### src/rtl/counter_sweep_scheduler.sv
// Round-robin scheduler that shares one up/down sweep counter between NREQ requesters.
// Each granted job sweeps the counter between its window bounds for a given number of legs.
module counter_sweep_scheduler #(
  parameter int unsigned WIDTH = 4,
  parameter int unsigned NREQ  = 2,
  parameter int unsigned LW    = 4
) (
  input  logic                     clk,
  input  logic                     rst,
  input  logic [NREQ-1:0]          req,
  input  logic [NREQ*WIDTH-1:0]    req_lo,
  input  logic [NREQ*WIDTH-1:0]    req_hi,
  input  logic [NREQ*LW-1:0]       req_legs,
  input  logic                     abort,
  output logic [NREQ-1:0]          gnt,
  output logic                     err,
  output logic                     busy,
  output logic [WIDTH-1:0]         count,
  output logic                     dir,
  output logic                     done,
  output logic [$clog2(NREQ)-1:0]  done_id,
  output logic                     aborted
);

  localparam int unsigned IW = $clog2(NREQ);

  typedef enum logic {StIdle, StRun} state_e;

  state_e            state_q, state_d;
  logic [IW-1:0]     ptr_q, ptr_d;
  logic [IW-1:0]     id_q, id_d;
  logic [WIDTH-1:0]  lo_q, lo_d, hi_q, hi_d;
  logic [LW-1:0]     legs_q, legs_d, legcnt_q, legcnt_d;
  logic [WIDTH-1:0]  count_q, count_d;
  logic              dir_q, dir_d, busy_q, busy_d;
  logic [NREQ-1:0]   gnt_q, gnt_d;
  logic              err_q, err_d, done_q, done_d, aborted_q, aborted_d;
  logic [IW-1:0]     done_id_q, done_id_d;

  // Rotating-priority search starting at the round-robin pointer.
  logic              found;
  logic [IW-1:0]     win;
  always_comb begin
    int unsigned j;
    found = 1'b0;
    win   = '0;
    j     = 0;
    for (int unsigned i = 0; i < NREQ; i++) begin
      j = (32'(ptr_q) + i) % NREQ;
      if (!found && req[j]) begin
        found = 1'b1;
        win   = IW'(j);
      end
    end
  end

  logic [WIDTH-1:0] sel_lo, sel_hi;
  logic [LW-1:0]    sel_legs;
  logic             sel_valid;
  assign sel_lo    = req_lo[32'(win)*WIDTH +: WIDTH];
  assign sel_hi    = req_hi[32'(win)*WIDTH +: WIDTH];
  assign sel_legs  = req_legs[32'(win)*LW +: LW];
  assign sel_valid = (sel_lo < sel_hi) && (sel_legs != '0);

  logic [WIDTH-1:0] cnt_step;
  logic             leg_end;
  logic [LW-1:0]    leg_inc;
  assign cnt_step = dir_q ? (count_q - WIDTH'(1)) : (count_q + WIDTH'(1));
  assign leg_end  = dir_q ? (cnt_step == lo_q) : (cnt_step == hi_q);
  assign leg_inc  = legcnt_q + LW'(1);

  always_comb begin
    state_d   = state_q;
    ptr_d     = ptr_q;
    id_d      = id_q;
    lo_d      = lo_q;
    hi_d      = hi_q;
    legs_d    = legs_q;
    legcnt_d  = legcnt_q;
    count_d   = count_q;
    dir_d     = dir_q;
    busy_d    = busy_q;
    done_id_d = done_id_q;
    gnt_d     = '0;
    err_d     = 1'b0;
    done_d    = 1'b0;
    aborted_d = 1'b0;
    unique case (state_q)
      StIdle: begin
        if (found) begin
          gnt_d = NREQ'(1) << win;
          ptr_d = (win == IW'(NREQ - 1)) ? '0 : win + IW'(1);
          if (sel_valid) begin
            state_d  = StRun;
            id_d     = win;
            lo_d     = sel_lo;
            hi_d     = sel_hi;
            legs_d   = sel_legs;
            legcnt_d = '0;
            count_d  = sel_lo;
            dir_d    = 1'b0;
            busy_d   = 1'b1;
          end else begin
            err_d = 1'b1;
          end
        end
      end
      StRun: begin
        if (abort) begin
          // Abort takes precedence over a coinciding final-leg edge.
          state_d   = StIdle;
          busy_d    = 1'b0;
          aborted_d = 1'b1;
          done_id_d = id_q;
        end else begin
          count_d = cnt_step;
          if (leg_end) begin
            if (leg_inc == legs_q) begin
              state_d   = StIdle;
              busy_d    = 1'b0;
              done_d    = 1'b1;
              done_id_d = id_q;
            end else begin
              legcnt_d = leg_inc;
              dir_d    = ~dir_q;
            end
          end
        end
      end
      default: state_d = StIdle;
    endcase
  end

  always_ff @(posedge clk or posedge rst) begin
    if (rst) begin
      state_q   <= StIdle;
      ptr_q     <= '0;
      id_q      <= '0;
      lo_q      <= '0;
      hi_q      <= '0;
      legs_q    <= '0;
      legcnt_q  <= '0;
      count_q   <= '0;
      dir_q     <= 1'b0;
      busy_q    <= 1'b0;
      gnt_q     <= '0;
      err_q     <= 1'b0;
      done_q    <= 1'b0;
      aborted_q <= 1'b0;
      done_id_q <= '0;
    end else begin
      state_q   <= state_d;
      ptr_q     <= ptr_d;
      id_q      <= id_d;
      lo_q      <= lo_d;
      hi_q      <= hi_d;
      legs_q    <= legs_d;
      legcnt_q  <= legcnt_d;
      count_q   <= count_d;
      dir_q     <= dir_d;
      busy_q    <= busy_d;
      gnt_q     <= gnt_d;
      err_q     <= err_d;
      done_q    <= done_d;
      aborted_q <= aborted_d;
      done_id_q <= done_id_d;
    end
  end

  assign gnt     = gnt_q;
  assign err     = err_q;
  assign busy    = busy_q;
  assign count   = count_q;
  assign dir     = dir_q;
  assign done    = done_q;
  assign done_id = done_id_q;
  assign aborted = aborted_q;

endmodule

### config.mk
export PLATFORM = sky130hd
export DESIGN_NAME = counter_sweep_scheduler
export DESIGN_NICKNAME = d
export VERILOG_FILES = /design/src/rtl/counter_sweep_scheduler.sv
export SDC_FILE = /design/constraint.sdc
export NUM_CORES = 1
export LEC_CHECK = 0
export ABC_AREA = 0
export CORE_AREA = 2 2 67 69
export CTS_BUF_LIST = sky130_fd_sc_hd__clkbuf_16
export DETAILED_ROUTE_END_ITERATION = 10
export DIE_AREA = 0 0 69 71
export PLACE_DENSITY_LB_ADDON = 0.25
export SYNTH_ARGS = -nofsm -noshare
export SYNTH_HDL_FRONTEND = slang
export SYNTH_SLANG_ARGS = --single-unit
### constraint.sdc
create_clock -name clk -period 2.9 [get_ports clk]
set_clock_uncertainty 0.1 [all_clocks]
set_input_delay 0.58 -clock clk [delete_from_list [all_inputs] [get_ports clk]]
set_output_delay 0.58 -clock clk [all_outputs]
set_load 0.03 [all_outputs]
==> impl_metrics.ini, run 1 <==
[finish]
n_fill_cell = 346
layout-drive-gt1-share = 0.219
layout_commonest_cell = clkdlybuf4s50_1
regArea_um2 = 776
most-common-layout-cells = clkdlybuf4s50_1, dfrtp_1, buf_4, nor2_1, mux2i_1
nets = 274
finalInstanceArea_um2 = 2630
syn2layout_area_growth_pct = 49.4
diodes = 0
multiInputGateArea_um2 = 1010

[critical_path]
path_max_fanout = 9
crit_type = reg2reg
ff2ff_path_depth = 7
cpMaxStageDelayCell = or4b_1
worstReg2RegStart = count[0]
crit_buf_inv = 0
critPathArrivalTime_ns = 2.80
crit_top_cell = xor2_1
critical_path.cell_chain = fa_1 -> xor2_1 -> xor2_1 -> nand3_1 -> or4b_1 -> mux2i_1 -> a21o_1
crit_family = simple AND/OR/NAND/NOR gates
crit_path_end_kind = flip-flop
r2r_slack_ns = 0.16
critPathMaxStageDelay_ns = 0.68
cp.required_ns = 2.96
r2r-end = legcnt_q[2]
startpoint_type = flip-flop

[sta]
setup_tns_ns = 0
tightestPinTransition_ns = 0.401
finalSetupViolCount = 0
finalCriticalPeriod_ns = 2.74
timing_hold_violations_final = 0
slew_headroom = 0.732
finalMaxSlewViolations = 0
rsz0062_at_grt = no
fmax_mhz = 365
fin_hold_ws_ns = 0.394
fin_crit_sh = 0.945

[global_route]
antenna_found_initial = 0
grt_pass1_wl_um = 7210
gr-usage-all-layers = 0.183
grt_max_degree = 32
first_global_vias = 1651
overflow = 0

[cts]
cts_max_path_buffers = 2
ctsHoldBuffers = 0
cts_root_buffer = clkbuf_16
cts.htree.levels = 2
clk_pin_slew_ns = 0.05
cts_buffers = 5
cts_sinks = 31
cts_tree = yes
worstSkewPairLatency_ns = 0.27

[route]
vias = 1565
totalWireLength_um = 4280
final_antenna_net_count = 0
wire_per_inst_um = 14.8
drt_iter0_drc = 54
drc = 0
avgViaCountPerCell = 5.42
firstDrtPassIters = 4

[power_and_ir_drop]
combPwrFrac = 0.531
ir_drop_v = 0.000415
power_mw = 2.64
p_leak_nw = 1.18
sw_frac_of_total = 0.384
p_seq_frac = 0.291
power.density_nw_per_um2 = 1000
clock_power_share = 0.178
p_switching_mw = 1.01
p_int_mw = 1.63

[floorplan]
coreArea_um2 = 4200
io_pins = 41
die_y_um = 71
rows = 24
die_w_um = 69
dieArea_um2 = 4900
start_util = 0.418

[synthesis]
avgSynthCellArea_um2 = 10.4
ys_warn_count = 0
syn-cell-area_um2 = 1760
async_reset_ff_frac = 1.00
synth_edf_count = 0
ys.flop_type = dfrtp_1
ys_seq_area_frac = 0.441
ys_ff_latch = 31
syn-num-nets = 205
netlist.area_leader.share = 0.441
synthTopCellsByArea = dfrtp_1, mux2i_1, ha_1
synth_top_area_cell = dfrtp_1
yosysUniqueCellTypes = 37
postSynthCellCount = 169

[worst_hold_path]
hold_end = busy
min_from = busy
holdPathStages = 1
hold_path.class = reg2reg

[placement]
gp_congestion = 0.865
dp_hpwl_um = 3180
placed_cell_area_um2 = 2390
port-buffer-count = 40

[flow_run]
cap_violations = 0

[status]
status = completed
cell type report:
class / instances / area share
Tap cell: 52 / 0.0248
Clock inverter: 1 / 0.00143
Sequential cell: 31 / 0.295
Inverter: 6 / 0.00858
Multi-Input combinational cell: 126 / 0.386
Timing Repair Buffer: 68 / 0.236
Clock buffer: 5 / 0.0476
metrics by stage:
step	cells	setup WS, ns	util
4_1_cts	288	-0.00545	0.607
5_1_grt	289	0.00489	0.625
3_3_place_gp	280	-0.245	0.568
6_report	289	0.159	0.625
3_5_place_dp	280	-0.370	0.568
2_1_floorplan	169	0.00255	-
cell families after synthesis:
logic type               after synthesis  synth area share
XOR/XNOR                              13            0.0726
adder cells (fa/ha/maj)                7            0.0541
AND/OR/NAND/NOR                       51             0.150
multiplexers                          23             0.135
flip-flops                            31             0.441
AO/OA/AOI/OAI                         32             0.119
buffers and inverters                 12            0.0285
synthesized netlist by cell type (2+ instances only):
| cell | n |
|---|---|
| clkbuf_1 | 2 |
| mux2_2 | 5 |
| xor2_1 | 5 |
| a21o_1 | 3 |
| nand3b_1 | 2 |
| nor2_1 | 18 |
| o211ai_1 | 3 |
| nand3_1 | 6 |
| nand2_1 | 8 |
| inv_1 | 6 |
| nor3_1 | 2 |
| nor3b_1 | 2 |
| and2_1 | 2 |
| dfrtp_1 | 31 |
| ha_1 | 6 |
| o21ai_0 | 6 |
| mux2i_1 | 18 |
| xnor2_1 | 7 |
| nand2b_1 | 3 |
| buf_2 | 4 |
| and4b_1 | 2 |
| nor4_1 | 2 |
| a21oi_1 | 12 |
per-layer routing:
layer	GRT usage	wire (µm)
met1	0.217	1840
met2	0.310	2140
met3	0.0570	204
met4	0.0763	95
met5	0	0
sequential cells by signal, summed over array words and instances (netlist names):
name and cells:
state_q 1, err 1, busy 1, legs_q 4, done_id 1, aborted 1, ptr_q 1, count 4
dir 1, hi_q 4, id_q 1, gnt 2, legcnt_q 4, done 1, lo_q 4
how the worst max path moves through the flow:
stage,slack (ns),to,startpoint,depth (start not counted)
after global routing,0.005,legcnt_q[2],count[0],7
final,0.16,legcnt_q[2],count[0],7
after CTS,-0.005,count[1],req[0],14
after floorplan,0.003,id_q,req[0],10
after detailed placement,-0.37,id_q,req[0],10
after global placement,-0.25,count[1],req[0],13
power by group through the flow:
stage	sequential [mW]	combinational [mW]	clock (mW)
after floorplan	0.856	0.769	0
after CTS	0.766	1.35	0.471
after global routing	0.793	1.52	0.494
final	0.767	1.40	0.470
after detailed placement	0.769	1.31	0
after global placement	0.759	1.30	0
timing repair:
item / CTS / global route
setup buffers: 2 / 2
endpoints found under the setup margin: 7 / 22
gates cloned: 0 / 0
pin swaps: 1 / 6
resized for setup: 4 / 13
No activity file was read; power rests on OpenSTA's default activity.
==> run 2, diff against run 1 <==
- CORE_AREA: 2 2 67 69 -> 4 4 69 71
- DIE_AREA: 0 0 69 71 -> 0 0 73 75
- SETUP_SLACK_MARGIN: default -> 0.02
==> impl_metrics.ini, run 2 (synthesis gave the netlist of run 1 again) <==
[finish]
n_fill_cell = 329
final_util = 0.607
fin_cells = 289
layout-drive-gt1-share = 0.203
diodes = 0
most-common-layout-cells = clkdlybuf4s50_1, dfrtp_1, buf_4, nor2_1, mux2i_1
syn2layout_area_growth_pct = 46.2
nets = 272
layout_commonest_cell = clkdlybuf4s50_1
finalInstanceArea_um2 = 2570

[sta]
rsz0062_at_grt = no
timing_hold_violations_final = 0
postLayoutSetupSlackWorst_ns = 0.266
finalCriticalPeriod_ns = 2.63
slew_headroom = 0.726
finalMaxSlewViolations = 0
fin_hold_ws_ns = 0.393
fmax_mhz = 380
fin_crit_sh = 0.908
finalSetupViolCount = 0
tightestPinTransition_ns = 0.411

[cts]
cts_buffers = 5
cts_sinks = 31
cts_max_path_buffers = 2
cts.htree.levels = 2
cts_tree = yes
post-cts-setup-buffers = 0
clk_pin_slew_ns = 0.05
cts_root_buffer = clkbuf_16
ctsHoldBuffers = 0
worstSkewPairLatency_ns = 0.28

[placement]
port-buffer-count = 40
dp_hpwl_um = 3330
preCtsSetupSlack_ns = -0.259
placed_cell_area_um2 = 2390
dp_cells = 281
gp_congestion = 0.904

[critical_path]
ff2ff_path_depth = 7
critPathArrivalTime_ns = 2.70
path_max_fanout = 9
cp.required_ns = 2.97
startpoint_type = flip-flop
crit_path_end_kind = flip-flop
r2r-end = legcnt_q[2]
crit_start = count[1]
r2r_slack_ns = 0.27
crit_type = reg2reg
worstReg2RegStart = count[1]

[global_route]
grt_pass1_wl_um = 6970
overflow = 0
first_global_vias = 1564
grt_max_degree = 32
antenna_found_initial = 0
gr-usage-all-layers = 0.168

[worst_hold_path]
min_from = busy
hold_path.class = reg2reg
hold_end = busy
holdPathStages = 1

[floorplan]
io_pins = 41
die_y_um = 75
start_util = 0.415
coreArea_um2 = 4230
dieArea_um2 = 5480
rows = 24
die_w_um = 73

[power_and_ir_drop]
p_leak_nw = 1.18
p_int_mw = 1.61
p_switching_mw = 1.02
power.density_nw_per_um2 = 1020
combPwrFrac = 0.522
sw_frac_of_total = 0.387
ir_drop_v = 0.000414
clock_power_share = 0.190
p_seq_frac = 0.288

[status]
status = completed

[route]
final_antenna_net_count = 0
wire_per_inst_um = 14.6
drt_iter0_drc = 60
firstDrtPassIters = 4
drc = 0
vias = 1500
totalWireLength_um = 4210
avgViaCountPerCell = 5.19

[flow_run]
cap_violations = 0
==> run 2: cell count changes in the layout (fill, tap and decap cells not counted), sizes merged <==
cell    delta
buf        -2
clkinv     +3
inv        -1
==> run 2: critical path, cell delays in order (launching register included) <==
cell     delay [ns]
dfrtp_1        0.44
fa_1           0.42
xor2_1         0.26
xor2_1         0.18
nand3_1        0.16
or4b_4         0.61
mux2i_1        0.15
a21o_1         0.18
==> run 2: timing repair <==
action | in CTS | in global routing
setup endpoints to repair | 0 | 20
resized for setup | 0 | 9
endpoints found under the hold margin | 0 | 0
==> run 2: layer usage <==
layer  vias to the layer above  wire length, µm  share of wire  track usage
met5                         -                0              0            0
met4                         0               73          0.017       0.0840
met3                         7              302          0.072       0.0601
met2                        61             2030           0.48        0.279
met1                       695             1810           0.43        0.190
li1                        737                -              -            -
==> run 2: how the worst max path moves through the flow <==
stage / endpoint
final: legcnt_q[2]
after global routing: dir
after CTS: lo_q[2]
after detailed placement: lo_q[2]
after global placement: count[2]
after floorplan: id_q
==> run 2: cell type report <==
type	instances	area (µm²)	share of cell area
Clock buffer	5	125	0.0487
Clock inverter	3	15.0	0.00584
Inverter	6	22.5	0.00876
Multi-Input combinational cell	126	966	0.376
Sequential cell	31	776	0.302
Tap cell	52	65.1	0.0253
Timing Repair Buffer	66	601	0.234
==> run 2: power groups by stage <==
stage	registers [mW]	clock network, mW	logic, mW
final	0.757	0.498	1.37
after global routing	0.782	0.524	1.48
after floorplan	0.856	0	0.770
after CTS	0.756	0.504	1.34
after global placement	0.748	0	1.32
after detailed placement	0.762	0	1.34
==> run 2: metrics by stage <==
| step | power, mW | setup TNS, ns |
|---|---|---|
| detailed placement | 2.10 | -4.35 |
| finish | 2.62 | 0 |
| global route | 2.78 | 0 |
| CTS | 2.60 | 0 |
| floorplan | 1.63 | 0 |
| global placement | 2.07 | -2.47 |
==> run 3, diff against run 2 <==
- ABC_AREA: 0 -> default
==> results of run 3 <==
Final layout, timing and power as in run 2 (identical DEF).
